`src/rtl/arb_pkg.sv`:
```
// Shared types and constants for the data-memory port arbiter.
package arb_pkg;

    localparam int unsigned NREQ_MAX = 8;
    localparam int unsigned IDXW     = $clog2(NREQ_MAX);
    localparam int unsigned AW_DEF   = 32;
    localparam int unsigned DW_DEF   = 32;
    localparam int unsigned AW_MAX   = 64;
    localparam int unsigned DW_MAX   = 64;

    // Sized for the widest supported port; the top uses the low AW/DW bits.
    typedef struct packed {
        logic [AW_MAX-1:0]   addr;
        logic [DW_MAX-1:0]   wdata;
        logic [DW_MAX/8-1:0] be;
        logic                write;
    } mem_cmd_t;

    typedef struct packed {
        logic            valid;
        logic            read;
        logic [IDXW-1:0] idx;
    } tag_t;

    function automatic logic [IDXW-1:0] next_ptr(input logic [IDXW-1:0] idx,
                                                 input int unsigned nreq);
        return (idx == IDXW'(nreq - 1)) ? '0 : idx + 1'b1;
    endfunction

endpackage

```
`src/rtl/rr_picker.sv`:
```
// Combinational round-robin priority encoder: first set request at or above ptr, wrapping.
module rr_picker
    import arb_pkg::*;
#(
    parameter int unsigned NREQ = 2
) (
    input  logic [NREQ-1:0] req,
    input  logic [IDXW-1:0] ptr,
    output logic [NREQ-1:0] gnt,
    output logic [IDXW-1:0] idx,
    output logic            found
);

    int unsigned cand;

    always_comb begin
        gnt   = '0;
        idx   = '0;
        found = 1'b0;
        cand  = 0;
        for (int unsigned k = 0; k < NREQ; k++) begin
            cand = (32'(ptr) + k) % NREQ;
            if (!found && req[cand]) begin
                found     = 1'b1;
                idx       = IDXW'(cand);
                gnt[cand] = 1'b1;
            end
        end
    end

endmodule

```
`src/rtl/mem_port_arbiter.sv`:
```
// Round-robin arbiter sharing one data-memory port, with read-response routing.
// Optional grant locking is enabled by defining ARB_LOCK_EN.
module mem_port_arbiter
    import arb_pkg::*;
#(
    parameter int unsigned NREQ = 2,
    parameter int unsigned AW   = AW_DEF,
    parameter int unsigned DW   = DW_DEF
) (
    input  logic                   clk,
    input  logic                   reset,
    input  logic [NREQ-1:0]        req_valid,
    input  logic [NREQ-1:0]        req_write,
    input  logic [NREQ*AW-1:0]     req_addr,
    input  logic [NREQ*DW-1:0]     req_wdata,
    input  logic [NREQ*(DW/8)-1:0] req_be,
    input  logic [NREQ-1:0]        req_lock,
    output logic [NREQ-1:0]        gnt,
    output logic [NREQ-1:0]        rsp_valid,
    output logic [DW-1:0]          rsp_rdata,
    output logic [AW-1:0]          memaddr,
    output logic                   memwrite,
    output logic                   memread,
    output logic [DW-1:0]          writedata,
    output logic [DW/8-1:0]        be,
    input  logic [DW-1:0]          readdata
);

    localparam int unsigned BW = DW / 8;

    if (NREQ < 2 || NREQ > NREQ_MAX || AW > AW_MAX || DW > DW_MAX || DW % 8 != 0) begin : g_chk
        $error("mem_port_arbiter: unsupported parameter combination");
    end

    logic [IDXW-1:0] ptr_q, ptr_d;
    mem_cmd_t        cmd_q, cmd_d;
    tag_t            tag0_q, tag0_d, tag1_q;

    logic [NREQ-1:0] pick_gnt;
    logic [IDXW-1:0] pick_idx;
    logic            pick_found;
    logic            locked;
    logic            win;
    logic [IDXW-1:0] win_idx;

    rr_picker #(
        .NREQ (NREQ)
    ) u_picker (
        .req   (req_valid),
        .ptr   (ptr_q),
        .gnt   (pick_gnt),
        .idx   (pick_idx),
        .found (pick_found)
    );

`ifdef ARB_LOCK_EN
    logic [IDXW-1:0] last_q;
    logic            last_vld_q;

    assign locked = last_vld_q && req_valid[last_q] && req_lock[last_q];

    always_ff @(posedge clk) begin
        if (reset) begin
            last_q     <= '0;
            last_vld_q <= 1'b0;
        end else if (win) begin
            last_q     <= win_idx;
            last_vld_q <= 1'b1;
        end
    end

    assign win_idx = locked ? last_q : pick_idx;
`else
    logic unused_lock;
    assign unused_lock = ^req_lock;
    assign locked      = 1'b0;
    assign win_idx     = pick_idx;
`endif

    // No grants while reset is held, so nothing is accepted that would be dropped.
    assign win = !reset && (locked || pick_found);

    always_comb begin
        gnt    = '0;
        cmd_d  = cmd_q;
        tag0_d = '0;
        ptr_d  = ptr_q;
        if (win) begin
            gnt[win_idx] = 1'b1;
            cmd_d.addr   = AW_MAX'(req_addr[win_idx*AW +: AW]);
            cmd_d.wdata  = DW_MAX'(req_wdata[win_idx*DW +: DW]);
            cmd_d.be     = (DW_MAX/8)'(req_be[win_idx*BW +: BW]);
            cmd_d.write  = req_write[win_idx];
            tag0_d.valid = 1'b1;
            tag0_d.read  = !req_write[win_idx];
            tag0_d.idx   = win_idx;
            if (!locked) begin
                ptr_d = next_ptr(win_idx, NREQ);
            end
        end
    end

    always_ff @(posedge clk) begin
        if (reset) begin
            ptr_q  <= '0;
            cmd_q  <= '0;
            tag0_q <= '0;
            tag1_q <= '0;
        end else begin
            ptr_q  <= ptr_d;
            cmd_q  <= cmd_d;
            tag0_q <= tag0_d;
            tag1_q <= tag0_q;
        end
    end

    assign memaddr   = cmd_q.addr[AW-1:0];
    assign writedata = cmd_q.wdata[DW-1:0];
    assign be        = cmd_q.be[BW-1:0];
    assign memread   = tag0_q.valid && tag0_q.read;
    assign memwrite  = tag0_q.valid && cmd_q.write;

    logic unused_cmd;
    assign unused_cmd = ^cmd_q;

    always_comb begin
        rsp_valid = '0;
        rsp_rdata = '0;
        if (tag1_q.valid && tag1_q.read) begin
            rsp_valid[tag1_q.idx] = 1'b1;
            rsp_rdata             = readdata;
        end
    end

endmodule

```
`config.mk`:
```
export PLATFORM = sky130hd
export DESIGN_NAME = mem_port_arbiter
export DESIGN_NICKNAME = d
export VERILOG_FILES = /design/src/rtl/arb_pkg.sv /design/src/rtl/rr_picker.sv /design/src/rtl/mem_port_arbiter.sv
export SDC_FILE = /design/constraint.sdc
export NUM_CORES = 1
export LEC_CHECK = 0
export CAP_MARGIN = 20
export CELL_PAD_IN_SITES_DETAIL_PLACEMENT = 0
export CELL_PAD_IN_SITES_GLOBAL_PLACEMENT = 1
export CORE_MARGIN = 2
export CORE_UTILIZATION = 26
export CTS_BUF_LIST = sky130_fd_sc_hd__clkbuf_4 sky130_fd_sc_hd__clkbuf_8
export DETAILED_ROUTE_END_ITERATION = 16
export HOLD_SLACK_MARGIN = 0.03
export PLACE_DENSITY_LB_ADDON = 0.1
export SLEW_MARGIN = 10
export SYNTH_ARGS = -nofsm -noshare
export SYNTH_HDL_FRONTEND = slang
export SYNTH_SLANG_ARGS = --single-unit
export TNS_END_PERCENT = 30
```
`constraint.sdc`:
```
create_clock -name clk -period 2.4 [get_ports clk]
set_clock_uncertainty 0.05 [all_clocks]
set_input_delay 0.48 -clock clk [delete_from_list [all_inputs] [get_ports clk]]
set_output_delay 0.48 -clock clk [all_outputs]
set_load 0.01 [all_outputs]
```
==> results of run 1 <==
## synthesized netlist by cell type, types with 2 or more instances
| cell | number | area, um2 |
|---|---|---|
| and2_1 | 67 | 419.2 |
| and2_0 | 3 | 18.77 |
| buf_6 | 3 | 33.78 |
| nor2_1 | 4 | 15.01 |
| and3_1 | 33 | 206.5 |
| a221o_1 | 68 | 680.7 |
| nor2b_1 | 4 | 25.02 |
| buf_2 | 12 | 60.06 |
| dfxtp_1 | 76 | 1521 |
| nor3_1 | 3 | 15.01 |
| clkbuf_1 | 10 | 37.54 |
| clkbuf_2 | 2 | 10.01 |
| buf_4 | 69 | 518.0 |
## power by group
| group | internal, W | switching [W] |
|---|---|---|
| sequential | 0.00136 | 0.0000448 |
| combinational | 0.000511 | 0.000243 |
| clock | 0.000621 | 0.000487 |
| total | 0.00249 | 0.000775 |
## state kept, by name, indices dropped and copies added, names as in the netlist
register / flops
be: 4
cmd_q: 1
memaddr: 32
ptr_q: 1
tag0_q: 3
tag1_q: 3
writedata: 32
## worst min path at each step
stage | start | endpoint | slack, ns | cells after the start
floorplan | tag0_q[0] | tag1_q[0] | 0.36 | 1
global placement | tag0_q[0] | tag1_q[0] | 0.37 | 1
detailed placement | tag0_q[0] | tag1_q[0] | 0.38 | 1
CTS | tag0_q[0] | tag1_q[0] | 0.39 | 1
global route | tag0_q[0] | tag1_q[0] | 0.41 | 1
finish | tag0_q[0] | tag1_q[0] | 0.39 | 1
## timing repair
item	4_1_cts	5_1_grt
setup endpoints to repair	2	0
setup buffers	0	0
hold buffers	0	0
gates resized for setup	2	0
## metrics by stage
step | setup WS, ns | util, % | total power [W]
2_1_floorplan | 0.7498 | - | 0.001781
5_1_grt | 0.05015 | 45.97 | 0.003423
3_5_place_dp | -0.07844 | 44.39 | 0.002198
6_report | 0.1977 | 45.97 | 0.003269
3_3_place_gp | -0.06563 | 44.39 | 0.002189
4_1_cts | 0.1520 | 45.97 | 0.003330
## final cells by class
class / instances / area, um2
inverter: 1 / 3.754
clock buffer: 11 / 145.1
tap: 180 / 225.2
sequential: 76 / 1521
clock inverter: 5 / 75.07
fill: 1358 / 7442
timing repair buffer: 290 / 2898
multi-input combinational: 190 / 1463
## critical path, delay by kind of cell, from the launching register on
family	cells	cell delay, ns
DFF	1	0.31
and+or+nand+nor	1	0.20
buffers and inverters	2	0.81
## logic make-up after synthesis
kind of cell / count (synthesis) / share of synthesized area [%]
compound gates: 71 / 19.42
buf+inv: 97 / 18.21
flops: 76 / 41.79
simple gates: 119 / 20.58
## per-layer routing
metal / up-vias / GRT usage [%] / routed length [um]
met5: - / 0 / 0
met3: 8 / 6.691 / 1361
li1: 1663 / - / -
met1: 1589 / 16.59 / 4491
met4: 0 / 5.388 / 148
met2: 171 / 28.96 / 6384
==> impl_metrics.tcl, run 1 <==
set metrics [dict create \
    status "finished, final reports clean" \
    grt_overflow 0 \
    layoutNonFillerInstCount 753 \
    antenna_found_initial 0 \
    row_count 43 \
    drc_errors 0 \
    ys_seq_area_share_pct 41.79 \
    syn_area_mm2 0.003641 \
    clk_path_buf_depth 2 \
    start_util_pct 26.44 \
    die_width_um 122.3 \
    portBuffers 279 \
    r2r_setup_slack_ns 0.54 \
    critical_path.endpoint "rsp_rdata[25]" \
    cpPeakStageDelay_ns 0.57 \
    cp_cell_sequence "buf_4, and3_1, clkdlybuf4s50_1" \
    nets 744 \
    netlist_instances 363 \
    grt_use_total_pct 16.00 \
    max_freq_ghz 0.4541 \
    grt_pass1_wl_um 18300 \
    clock_latency_ns 0.35 \
    r2r_end "writedata[12]" \
    cts_buffers 9 \
    worstMarginPinSlew_ns 0.8061 \
    setup_viol 0 \
    critPathLaunchType "flip-flop" \
    yosysWarnings 0 \
    area_growth_pct 73.88 \
    ys_seq_elements 76 \
    critPathArrivalTime_ns 1.67 \
    avgSynthCellArea_um2 10.03 \
    wl_per_cell_um 16.45 \
    layout_common_cells "clkdlybuf4s50_1 (277), dfxtp_1 (76), a221o_1 (68)" \
    tns_ns 0 \
    final_common_cell "clkdlybuf4s50_1" \
    dp_hpwl_um 8979 \
    core_area_mm2 0.01377 \
    crit_type "flip-flop to output pin" \
    routed_wl_um 12390 \
    rr_worst_depth 4 \
    drive_above_1_share_pct 5.759 \
    rsz0062_at_grt "no" \
    maxSlewHeadroom_pct 46.26 \
    cts.clk_slew.worst_paths_ns 0.07 \
    vdd_drop_max_mv 0.2605 \
    die_h_um 122.3 \
    grt_max_degree 69 \
    min_period_over_period_pct 91.76 \
    hold_slack_ns 0.3950 \
    cap_violations 0 \
    crit_required_ns 1.87 \
    synthArstFlopShare_pct 0 \
    stdcell_area_mm2 0.006331 \
    n_antenna_cell 0 \
    setup.worst_path.end_class "output pin" \
    synthFlopType "dfxtp_1" \
    placed_area_mm2 0.006113 \
    synth_nets 539 \
    firstDrtPassIters 4 \
    slowest_stage "clkdlybuf4s50_1" \
    dp.cells 737 \
    critPathLaunch "tag1_q[4]" \
    clkSinkCount 76 \
    dieArea_mm2 0.01497 \
    vias_per_cell 4.556 \
    fin_crit_ns 2.202 \
    power.density_mw_per_mm2 516.4 \
    slew_violations 0 \
    cp_max_fo 34 \
    hp-class "flip-flop to flip-flop" \
    grt_pass1_vias 3465 \
    drt_iter0_drc 142 \
    p_leak_nw 2.546 \
    cts_tree "done" \
    vias 3431 \
    ios 282 \
    synth_cell_types 22 \
    gp_congestion 0.6863 \
    h-tree-depth 3 \
    antenna_left 0 \
    synth_edf_count 0 \
    rr_startpoint "ptr_q[0]" \
    hold_viol 0 \
    cts-root-buf "clkbuf_8" \
]
No activity file was read; power rests on OpenSTA's default activity.
==> inputs of run 2 (changes only) <==
--- a/config.mk
+++ b/config.mk
@@ -8,7 +8,6 @@
 export CAP_MARGIN = 20
 export CELL_PAD_IN_SITES_DETAIL_PLACEMENT = 0
 export CELL_PAD_IN_SITES_GLOBAL_PLACEMENT = 1
-export CORE_MARGIN = 2
 export CORE_UTILIZATION = 26
 export CTS_BUF_LIST = sky130_fd_sc_hd__clkbuf_4 sky130_fd_sc_hd__clkbuf_8
 export DETAILED_ROUTE_END_ITERATION = 16
==> run 2 against run 1 <==
  * Setup slack better by 0.0055 ns
  * Routed wire length is 0.69% lower
  * Worst hold slack hardly changed
  * Cell count is 0.80% lower
  * Largest cell class unchanged
  * Largest power group unchanged
  * Highest routed layer unchanged
==> impl_metrics.tcl, run 2 (same netlist as run 1, synthesis figures left out) <==
set metrics [dict create \
    cts-root-buf "clkbuf_8" \
    status "finished, final reports clean" \
    clkSinkCount 76 \
    h-tree-depth 3 \
    grt_pass1_vias 3415 \
    switching_power_w 0.0007574 \
    core_area_mm2 0.01345 \
    cts_setup_buffers 0 \
    cpPeakStageDelay_ns 0.56 \
    comb_power_share_pct 24.9 \
    layout_setup_ws_ns 0.2032 \
    cts.clk_slew.worst_paths_ns 0.07 \
    critPathArrivalTime_ns 1.67 \
    area_growth_pct 71.75 \
    p_int_w 0.002272 \
    cts_tree "done" \
    cp_cell_sequence "buf_4, and3_1, clkdlybuf4s50_1" \
    final_common_cell "clkdlybuf4s50_1" \
    r2r_setup_slack_ns 0.54 \
    hp-class "flip-flop to flip-flop" \
    vias 3447 \
    rsz0062_at_grt "no" \
    drive_above_1_share_pct 5.429 \
    rr_worst_depth 4 \
    row_count 42 \
    clk_path_buf_depth 2 \
    setup.worst_path.end_class "output pin" \
    p_leak_nw 2.515 \
    crit_type "flip-flop to output pin" \
    firstDrtPassIters 4 \
    cap_violations 0 \
    grt_pass1_wl_um 18400 \
    grt_max_degree 69 \
    min-delay-start "tag0_q[0]" \
    max_freq_ghz 0.4552 \
    pwr-share-clk_pct 28.7 \
    cp_max_fo 34 \
    hold_end "tag1_q[0]" \
    die_h_um 120.3 \
    r2r_end "memaddr[20]" \
    layout_common_cells "clkdlybuf4s50_1 (277), dfxtp_1 (76), a221o_1 (68)" \
    hold_viol 0 \
    wl_per_cell_um 16.47 \
    fin_crit_ns 2.197 \
    critPathLaunchType "flip-flop" \
    vdd_drop_max_mv 0.2357 \
    power.total_w 0.003029 \
    p_seq_share_pct 46.5 \
    drc_errors 0 \
    dieArea_mm2 0.01448 \
    swShare_pct 25.00 \
    setup_viol 0 \
    worstMarginPinSlew_ns 0.8341 \
    min_period_over_period_pct 91.53 \
    rr_startpoint "ptr_q[0]" \
    portBuffers 279 \
    die_width_um 120.3 \
    grt_overflow 0 \
    n_antenna_cell 0 \
    vias_per_cell 4.614 \
    dp_hpwl_um 8866 \
    slowest_stage "clkdlybuf4s50_1" \
    slew_violations 0 \
    pre_cts_ws_ns -0.06959 \
    routed_wl_um 12300 \
    cts_buffers 9 \
    clock_latency_ns 0.35 \
    start_util_pct 27.06 \
    nets 744 \
    ios 282 \
    power.density_mw_per_mm2 484.4 \
    antenna_found_initial 0 \
    maxSlewHeadroom_pct 44.39 \
    grt_use_total_pct 16.64 \
    gp_congestion 0.7276 \
    antenna_left 0 \
    drt_iter0_drc 127 \
    crit_required_ns 1.87 \
    holdPathStages 1 \
]
==> run 2: layout make-up <==
| type | instances | area [um2] |
|---|---|---|
| fillers | 1299 | 7199 |
| repair buffers | 290 | 2885 |
| flip-flops and latches | 76 | 1521 |
| multi-input cells | 190 | 1463 |
| well taps | 176 | 220.2 |
| clock buffers | 11 | 145.1 |
| clock inverters | 3 | 15.01 |
| inverters | 1 | 3.754 |
==> run 2: timing repair <==
item	CTS	global route
setup endpoints to repair	2	0
hold buffers	0	0
resized for setup	2	0
==> run 2: layer usage <==
layer | GRT usage, % | share of wire [%] | wire length (um)
met3 | 6.179 | 9.8 | 1201
met4 | 8.333 | 2.7 | 331
met1 | 17.23 | 38 | 4631
met5 | 0 | 0 | 0
met2 | 29.38 | 50 | 6135
==> run 2: how the worst max path moves through the flow <==
stage,cells after the start,to,startpoint
3_5_place_dp,4,gnt[0],req_valid[0]
6_report,3,rsp_rdata[31],tag1_q[4]
3_3_place_gp,4,gnt[0],req_valid[0]
5_1_grt,3,rsp_rdata[31],tag1_q[4]
4_1_cts,3,rsp_rdata[31],tag1_q[4]
2_1_floorplan,3,gnt[1],reset
==> run 2: power groups by stage <==
stage	sequential, W	clock, W	combinational [W]
6_report	0.00141	0.000869	0.000753
4_1_cts	0.00141	0.000917	0.000765
2_1_floorplan	0.00143	0	0.000356
3_5_place_dp	0.00143	0	0.000763
3_3_place_gp	0.00143	0	0.000756
5_1_grt	0.00142	0.000967	0.000803
==> run 2: through the flow <==
step / hold WS (ns) / instances / util (%) / setup TNS [ns] / instance area, um2
floorplan: 0.3638 / 363 / - / 0 / 3641
global placement: 0.3848 / 733 / 45.31 / -0.1054 / 6096
detailed placement: 0.3825 / 733 / 45.31 / -0.1337 / 6096
CTS: 0.4009 / 747 / 46.48 / 0 / 6254
global route: 0.4243 / 747 / 46.48 / 0 / 6254
finish: 0.3949 / 747 / 46.48 / 0 / 6254
==> run 2: worst max-delay path, delay by kind of cell, from the launching register on <==
kind	cells	cell delay (ns)
buffers and inverters	2	0.81
DFF	1	0.31
and+or+nand+nor	1	0.19
